--- src/rtl/stack_pkg.sv ---
// Shared types and constants for the stack-machine operation sequencer.
package stack_pkg;

    localparam int unsigned DEPTH_DEF = 8;
    localparam int unsigned WIDTH_DEF = 8;

    localparam int unsigned ERR_UNDER   = 0;
    localparam int unsigned ERR_OVER    = 1;
    localparam int unsigned ERR_ILLEGAL = 2;

    typedef enum logic [3:0] {
        OP_NOP  = 4'h0,
        OP_PUSH = 4'h1,
        OP_POP  = 4'h2,
        OP_OUT  = 4'h3,
        OP_DUP  = 4'h4,
        OP_SWAP = 4'h5,
        OP_ADD  = 4'h6,
        OP_SUB  = 4'h7,
        OP_AND  = 4'h8,
        OP_OR   = 4'h9,
        OP_XOR  = 4'hA
    } op_e;

    typedef enum logic [1:0] {
        ST_IDLE,
        ST_SWAP2,
        ST_OUT_WAIT
    } state_e;

endpackage

--- src/rtl/stack_exec_if.sv ---
// Operation, stack-port and output-byte signals of the sequencer; master is the sequencer side.
interface stack_exec_if
    import stack_pkg::*;
#(
    parameter int unsigned WIDTH = WIDTH_DEF
);
    logic             op_valid;
    logic             op_ready;
    logic [3:0]       op_code;
    logic [WIDTH-1:0] op_imm;
    logic [WIDTH-1:0] stk_wr_data;
    logic             stk_wr_en;
    logic             stk_re_en_a;
    logic             stk_re_en_b;
    logic [WIDTH-1:0] stk_data_a;
    logic [WIDTH-1:0] stk_data_b;
    logic [WIDTH-1:0] out_data;
    logic             out_valid;
    logic             out_ready;
    logic [3:0]       depth;
    logic [2:0]       err;

    modport master (
        input  op_valid, op_code, op_imm, stk_data_a, stk_data_b, out_ready,
        output op_ready, stk_wr_data, stk_wr_en, stk_re_en_a, stk_re_en_b,
               out_data, out_valid, depth, err
    );

    modport slave (
        output op_valid, op_code, op_imm, stk_data_a, stk_data_b, out_ready,
        input  op_ready, stk_wr_data, stk_wr_en, stk_re_en_a, stk_re_en_b,
               out_data, out_valid, depth, err
    );
endinterface

--- src/rtl/stack_alu.sv ---
// Combinational ALU on the top two stack entries; a is second-from-top, b is top.
module stack_alu
    import stack_pkg::*;
#(
    parameter int unsigned WIDTH = WIDTH_DEF
) (
    input  op_e              op_i,
    input  logic [WIDTH-1:0] a_i,
    input  logic [WIDTH-1:0] b_i,
    output logic [WIDTH-1:0] result_o
);
    always_comb begin
        result_o = b_i;
        case (op_i)
            OP_ADD:  result_o = a_i + b_i;
            OP_SUB:  result_o = a_i - b_i;
            OP_AND:  result_o = a_i & b_i;
            OP_OR:   result_o = a_i | b_i;
            OP_XOR:  result_o = a_i ^ b_i;
            default: result_o = b_i;
        endcase
    end
endmodule

--- src/rtl/stack_exec.sv ---
// Stack-machine operation sequencer: decodes one op per handshake into stack enables,
// mirrors the stack depth, records sticky errors and owns the output byte register.
module stack_exec
    import stack_pkg::*;
#(
    parameter int unsigned DEPTH = DEPTH_DEF,
    parameter int unsigned WIDTH = WIDTH_DEF
) (
    input logic          clock,
    input logic          reset_n,
    stack_exec_if.master bus
);
    localparam logic [3:0] FULL = 4'(DEPTH);

    state_e           state_q;
    logic [3:0]       depth_q, depth_d;
    logic [2:0]       err_q, err_set;
    logic [WIDTH-1:0] swap_q, out_data_q, wr_data, alu_res;
    logic             out_valid_q;
    logic             accept, wr_en, re_a, re_b, do_out, do_swap;
    logic             has1, has2, full;
    op_e              op;

    assign op     = op_e'(bus.op_code);
    assign accept = bus.op_valid && (state_q == ST_IDLE);
    assign has1   = (depth_q != 4'd0);
    assign has2   = (depth_q >= 4'd2);
    assign full   = (depth_q >= FULL);

    stack_alu #(.WIDTH(WIDTH)) u_alu (
        .op_i     (op),
        .a_i      (bus.stk_data_a),
        .b_i      (bus.stk_data_b),
        .result_o (alu_res)
    );

    always_comb begin
        wr_en   = 1'b0;
        re_a    = 1'b0;
        re_b    = 1'b0;
        wr_data = alu_res;
        err_set = '0;
        do_out  = 1'b0;
        do_swap = 1'b0;
        if (state_q == ST_SWAP2) begin
            wr_en   = 1'b1;
            wr_data = swap_q;
        end else if (accept) begin
            case (op)
                OP_NOP: ;
                OP_PUSH: begin
                    if (full) err_set[ERR_OVER] = 1'b1;
                    else begin
                        wr_en   = 1'b1;
                        wr_data = bus.op_imm;
                    end
                end
                OP_POP: begin
                    if (has1) re_b = 1'b1;
                    else      err_set[ERR_UNDER] = 1'b1;
                end
                OP_OUT: begin
                    if (has1) begin
                        re_b   = 1'b1;
                        do_out = 1'b1;
                    end else err_set[ERR_UNDER] = 1'b1;
                end
                OP_DUP: begin
                    if (!has1)    err_set[ERR_UNDER] = 1'b1;
                    else if (full) err_set[ERR_OVER] = 1'b1;
                    else begin
                        wr_en   = 1'b1;
                        wr_data = bus.stk_data_b;
                    end
                end
                // SWAP pops both and pushes old top now; old second goes back in SWAP2
                OP_SWAP: begin
                    if (has2) begin
                        re_a    = 1'b1;
                        re_b    = 1'b1;
                        wr_en   = 1'b1;
                        wr_data = bus.stk_data_b;
                        do_swap = 1'b1;
                    end else err_set[ERR_UNDER] = 1'b1;
                end
                OP_ADD, OP_SUB, OP_AND, OP_OR, OP_XOR: begin
                    if (has2) begin
                        re_a  = 1'b1;
                        re_b  = 1'b1;
                        wr_en = 1'b1;
                    end else err_set[ERR_UNDER] = 1'b1;
                end
                default: err_set[ERR_ILLEGAL] = 1'b1;
            endcase
        end
        depth_d = depth_q + {3'b000, wr_en} - {3'b000, re_a} - {3'b000, re_b};
    end

    always_ff @(posedge clock or negedge reset_n) begin
        if (!reset_n) begin
            state_q     <= ST_IDLE;
            depth_q     <= '0;
            err_q       <= '0;
            swap_q      <= '0;
            out_data_q  <= '0;
            out_valid_q <= 1'b0;
        end else begin
            depth_q <= depth_d;
            err_q   <= err_q | err_set;
            case (state_q)
                ST_IDLE: begin
                    if (do_swap) begin
                        swap_q  <= bus.stk_data_a;
                        state_q <= ST_SWAP2;
                    end else if (do_out) begin
                        out_data_q  <= bus.stk_data_b;
                        out_valid_q <= 1'b1;
                        state_q     <= ST_OUT_WAIT;
                    end
                end
                ST_SWAP2: state_q <= ST_IDLE;
                ST_OUT_WAIT: begin
                    if (bus.out_ready) begin
                        out_valid_q <= 1'b0;
                        state_q     <= ST_IDLE;
                    end
                end
                default: state_q <= ST_IDLE;
            endcase
        end
    end

    assign bus.op_ready    = (state_q == ST_IDLE);
    assign bus.stk_wr_en   = wr_en;
    assign bus.stk_re_en_a = re_a;
    assign bus.stk_re_en_b = re_b;
    assign bus.stk_wr_data = wr_data;
    assign bus.out_data    = out_data_q;
    assign bus.out_valid   = out_valid_q;
    assign bus.depth       = depth_q;
    assign bus.err         = err_q;
endmodule

--- src/flat_wrapper.sv ---
// flat-port wrapper written by rule: the top's interface ports become plain ports
module stack_exec_flat import stack_pkg::*;
#(
    parameter int unsigned DEPTH = DEPTH_DEF,
    parameter int unsigned WIDTH = WIDTH_DEF
)
  (clock, reset_n, bus_op_valid, bus_op_code, bus_op_imm, bus_stk_data_a, bus_stk_data_b, bus_out_ready, bus_op_ready, bus_stk_wr_data, bus_stk_wr_en, bus_stk_re_en_a, bus_stk_re_en_b, bus_out_data, bus_out_valid, bus_depth, bus_err);
  stack_exec_if #(.WIDTH(WIDTH)) bus_i ();
  input logic clock;
  input logic reset_n;
  input wire logic [$bits(bus_i.op_valid)-1:0] bus_op_valid;
  input wire logic [$bits(bus_i.op_code)-1:0] bus_op_code;
  input wire logic [$bits(bus_i.op_imm)-1:0] bus_op_imm;
  input wire logic [$bits(bus_i.stk_data_a)-1:0] bus_stk_data_a;
  input wire logic [$bits(bus_i.stk_data_b)-1:0] bus_stk_data_b;
  input wire logic [$bits(bus_i.out_ready)-1:0] bus_out_ready;
  output wire logic [$bits(bus_i.op_ready)-1:0] bus_op_ready;
  output wire logic [$bits(bus_i.stk_wr_data)-1:0] bus_stk_wr_data;
  output wire logic [$bits(bus_i.stk_wr_en)-1:0] bus_stk_wr_en;
  output wire logic [$bits(bus_i.stk_re_en_a)-1:0] bus_stk_re_en_a;
  output wire logic [$bits(bus_i.stk_re_en_b)-1:0] bus_stk_re_en_b;
  output wire logic [$bits(bus_i.out_data)-1:0] bus_out_data;
  output wire logic [$bits(bus_i.out_valid)-1:0] bus_out_valid;
  output wire logic [$bits(bus_i.depth)-1:0] bus_depth;
  output wire logic [$bits(bus_i.err)-1:0] bus_err;
  assign bus_i.op_valid = bus_op_valid;
  assign bus_i.op_code = bus_op_code;
  assign bus_i.op_imm = bus_op_imm;
  assign bus_i.stk_data_a = bus_stk_data_a;
  assign bus_i.stk_data_b = bus_stk_data_b;
  assign bus_i.out_ready = bus_out_ready;
  assign bus_op_ready = bus_i.op_ready;
  assign bus_stk_wr_data = bus_i.stk_wr_data;
  assign bus_stk_wr_en = bus_i.stk_wr_en;
  assign bus_stk_re_en_a = bus_i.stk_re_en_a;
  assign bus_stk_re_en_b = bus_i.stk_re_en_b;
  assign bus_out_data = bus_i.out_data;
  assign bus_out_valid = bus_i.out_valid;
  assign bus_depth = bus_i.depth;
  assign bus_err = bus_i.err;
  stack_exec #(.DEPTH(DEPTH), .WIDTH(WIDTH)) u_core (.clock(clock), .reset_n(reset_n), .bus(bus_i));
endmodule
--- config.mk ---
export PLATFORM = sky130hd
export DESIGN_NAME = stack_exec_flat
export DESIGN_NICKNAME = d
export VERILOG_FILES = /design/src/rtl/stack_pkg.sv /design/src/rtl/stack_exec_if.sv /design/src/rtl/stack_alu.sv /design/src/rtl/stack_exec.sv /design/src/flat_wrapper.sv
export SDC_FILE = /design/constraint.sdc
export NUM_CORES = 1
export LEC_CHECK = 0
export CORE_MARGIN = 4
export CORE_UTILIZATION = 30
export CTS_CLUSTER_SIZE = 14
export DETAILED_ROUTE_END_ITERATION = 7
export DONT_BUFFER_PORTS = 1
export HOLD_SLACK_MARGIN = 0.02
export PLACE_DENSITY = 0.51
export SYNTH_ARGS = -nofsm -noshare
export SYNTH_HDL_FRONTEND = slang
export SYNTH_HIERARCHICAL = 1
export SYNTH_SLANG_ARGS = --single-unit
--- constraint.sdc ---
create_clock -name clock -period 8.2 [get_ports clock]
set_input_delay 1.64 -clock clock [delete_from_list [all_inputs] [get_ports clock]]
set_output_delay 1.64 -clock clock [all_outputs]
set_load 0.05 [all_outputs]
==> results.cfg <==
[flow_run]
max-cap-violations = 0

[critical_path]
critPathMaxStageDelay_ns = 0.82
crit_family = compound AO/OA/AOI/OAI gates
worst_r2r_endpoint = u_core/bus.depth[2]
cp-end-kind = output port
worst_setup_path_start_kind = primary input
cp.arrival_ns = 4.47
criticalPathCategory = in -> out
required_ns = 6.56
critical_path_depth = 12
crit_start = bus_op_code[3]
reg2regPathDepth = 10
path_buf_inv = 0
r2r_slack_ns = 4.55
crit_path_end = bus_stk_wr_data[6]
cp_slowest_cell = o22ai_1
crit_chain = nand2b_4 -> nor2_4 -> mux2_2 -> fa_1 -> nor2b_1 -> o21ai_0 -> nand2b_1 -> a21oi_1 -> mux2i_1 -> o21ai_0 -> mux2i_1 -> o22ai_1
crit_fanout = 14
r2r_start = u_core/bus.depth[3]

[synth]
synthFlopType = dfrtp_1
netlist_top_cells_area = dfrtp_1, ha_1, mux2_2
yosysTopAreaCellShare_pct = 24.61
ys_seq_area_share_pct = 24.61
syn_inst = 281
synth_mux_area_share_pct = 10.65
synth.distinct_cells = 55
synthTopCellsByCount = inv_1, ha_1, dfrtp_1, a21oi_1, nand2_1
synth_simple_gate_area_share_pct = 15.05
synth_seq_cells = 26
synth_edf_count = 0
async_flop_share_pct = 100.0
yosysTopAreaCell = dfrtp_1
synth.most_common_cell = inv_1
synth_top_family_by_area = compound AO/OA/AOI/OAI gates
synthesis.area_sq_mm = 0.002644
ys_warn_count = 6
synth_fp_nets = 344
syn_avg_cell_area_sq_um = 9.408
synthAdderAreaFrac_pct = 15.52
synth_xor_area_share_pct = 4.638
synth_compound_area_share_pct = 23.47

[clock_network]
cts_setup_buffers = 0
cts-buffers-inserted = 3
h-tree-depth = 1
cts_hold_buf = 0
clk_pin_slew_ns = 0.09
cts_tree = done
clock_path_buffers = 2
clock_latency_ns = 0.27
ctsResizeCount = 0
cts-root-buf = clkbuf_8
clock-sinks = 26

[finish]
diodes = 0
stdcell_area_sq_mm = 0.002798
areaGrowthSynthToFinish_pct = 5.821
nets = 342
drive_above_1_share_pct = 12.59

[timing]
min_period_over_period_pct = 74.47
holdWs_ns = 0.5071
rsz0062_at_grt = no
period_minus_slack_ns = 6.106
max_freq_mhz = 163.8
worst_slew_pin_slew_ns = 1.149
relSlewSlack_pct = 24.50
tns_ns = 0
clock_skew_ns = 0.007354
finalHoldViolations = 0
finalSetupViolations = 0
slew_viol_final = 0

[power]
power_density_mw_per_mm2 = 225.5
worst_ir_drop_vdd_mv = 0.1389
power_leakage_nw = 1.190
total_power_mw = 0.6309

[floorplan]
start_util_pct = 31.54
die-height_um = 101.9
die_area_sq_mm = 0.01038
io_pins = 60
die_x_um = 101.9
fp.coreArea_sq_mm = 0.008382
core.rowCount = 33

[routing]
dr.pass1.iters = 4
drt-initial-drc-count = 53
num_vias = 2107
drc = 0
routed_via_density = 5.501
ant_nets = 0
route.detailed.wl_per_inst_um = 19.12
totalWireLength_um = 7323

[grt]
antenna_found_initial = 0
grt_max_degree = 31
track_usage_pct = 14.26
first_global_vias = 2135
grt_pass1_wl_um = 11560
gr-total-overflow = 0

[hold_path]
worst_hold_path_type = reg -> reg

[placement]
port_buffers = 0
routabilityCongestion = 0.8753
placedInstanceArea_sq_mm = 0.002743
dpl.hpwl_um = 5851

[outcome]
status = complete, no violations
final cells by class:
type | count | area (sq um)
fill | 859 | 5584
multi-input combinational | 216 | 1833
sequential | 26 | 650.6
tap | 105 | 131.4
inverter | 30 | 112.6
clock buffer | 4 | 55.05
timing repair buffer | 2 | 15.01
per-layer routing:
| metal | up-vias | wire length (um) | GRT usage (%) |
|---|---|---|---|
| li1 | 1012 | - | - |
| met1 | 1011 | 3260 | 19.50 |
| met2 | 78 | 3237 | 22.33 |
| met3 | 6 | 769 | 5.119 |
| met4 | 0 | 55 | 2.018 |
| met5 | - | 0 | 0 |
state kept, by name, indices dropped and copies added, names as in the netlist:
| signal | count |
|---|---|
| u_core/state_q | 2 |
| u_core/swap_q | 8 |
| u_core/bus.out_data | 8 |
| u_core/bus.depth | 4 |
| u_core/bus.out_valid | 1 |
| u_core/bus.err | 3 |
kinds of logic (layout without fill, tap and decap cells):
| kind of cell | Yosys count | count (layout) |
|---|---|---|
| DFF | 26 | 26 |
| muxes | 26 | 26 |
| buffers and inverters | 39 | 36 |
| adders and majority gates | 31 | 31 |
| AOI/OAI and AO/OA | 81 | 81 |
| xor gates and xnor gates | 14 | 14 |
| and+or+nand+nor | 64 | 64 |
how the worst min path moves through the flow:
stage	from	end	depth (start not counted)
3_3_place_gp	u_core/swap_q[5]	u_core/swap_q[5]	1
2_1_floorplan	u_core/swap_q[4]	u_core/swap_q[4]	1
4_1_cts	u_core/swap_q[5]	u_core/swap_q[5]	1
6_report	u_core/swap_q[6]	u_core/swap_q[6]	1
3_5_place_dp	u_core/swap_q[5]	u_core/swap_q[5]	1
5_1_grt	u_core/swap_q[5]	u_core/swap_q[5]	1
stage by stage:
stage,util (%),instances,setup slack [ns]
after floorplan,-,281,2.228
after global placement,32.72,379,2.114
after detailed placement,32.72,379,2.089
after CTS,33.38,383,2.089
after global routing,33.38,383,1.874
final,33.38,383,2.094
layout by cell type (no fill, tap or decap), drive strengths merged, types with 3 or more instances in the layout:
master  netlist  layout
nor3b         3       3
clkbuf        1       4
fa            3       3
o21ai        11      11
nor2         15      15
o22ai        11      11
xnor2         9       9
inv          30      30
a211oi        4       4
xor2          5       5
a22oi        10      10
a21oi        19      19
nand2        16      16
a41o          3       3
nand2b       11      11
mux2         17      17
ha           28      28
nor2b         6       6
dfrtp        26      26
mux2i         9       9
a31oi         5       5
o221ai        3       3
nor4          3       3
and2          3       3
report_power, final:
part / total, mW / switching (mW) / internal (mW)
combinational: 0.217 / 0.124 / 0.0925
clock: 0.0838 / 0.0409 / 0.0429
sequential: 0.331 / 0.156 / 0.174
No activity file was read; power rests on OpenSTA's default activity.
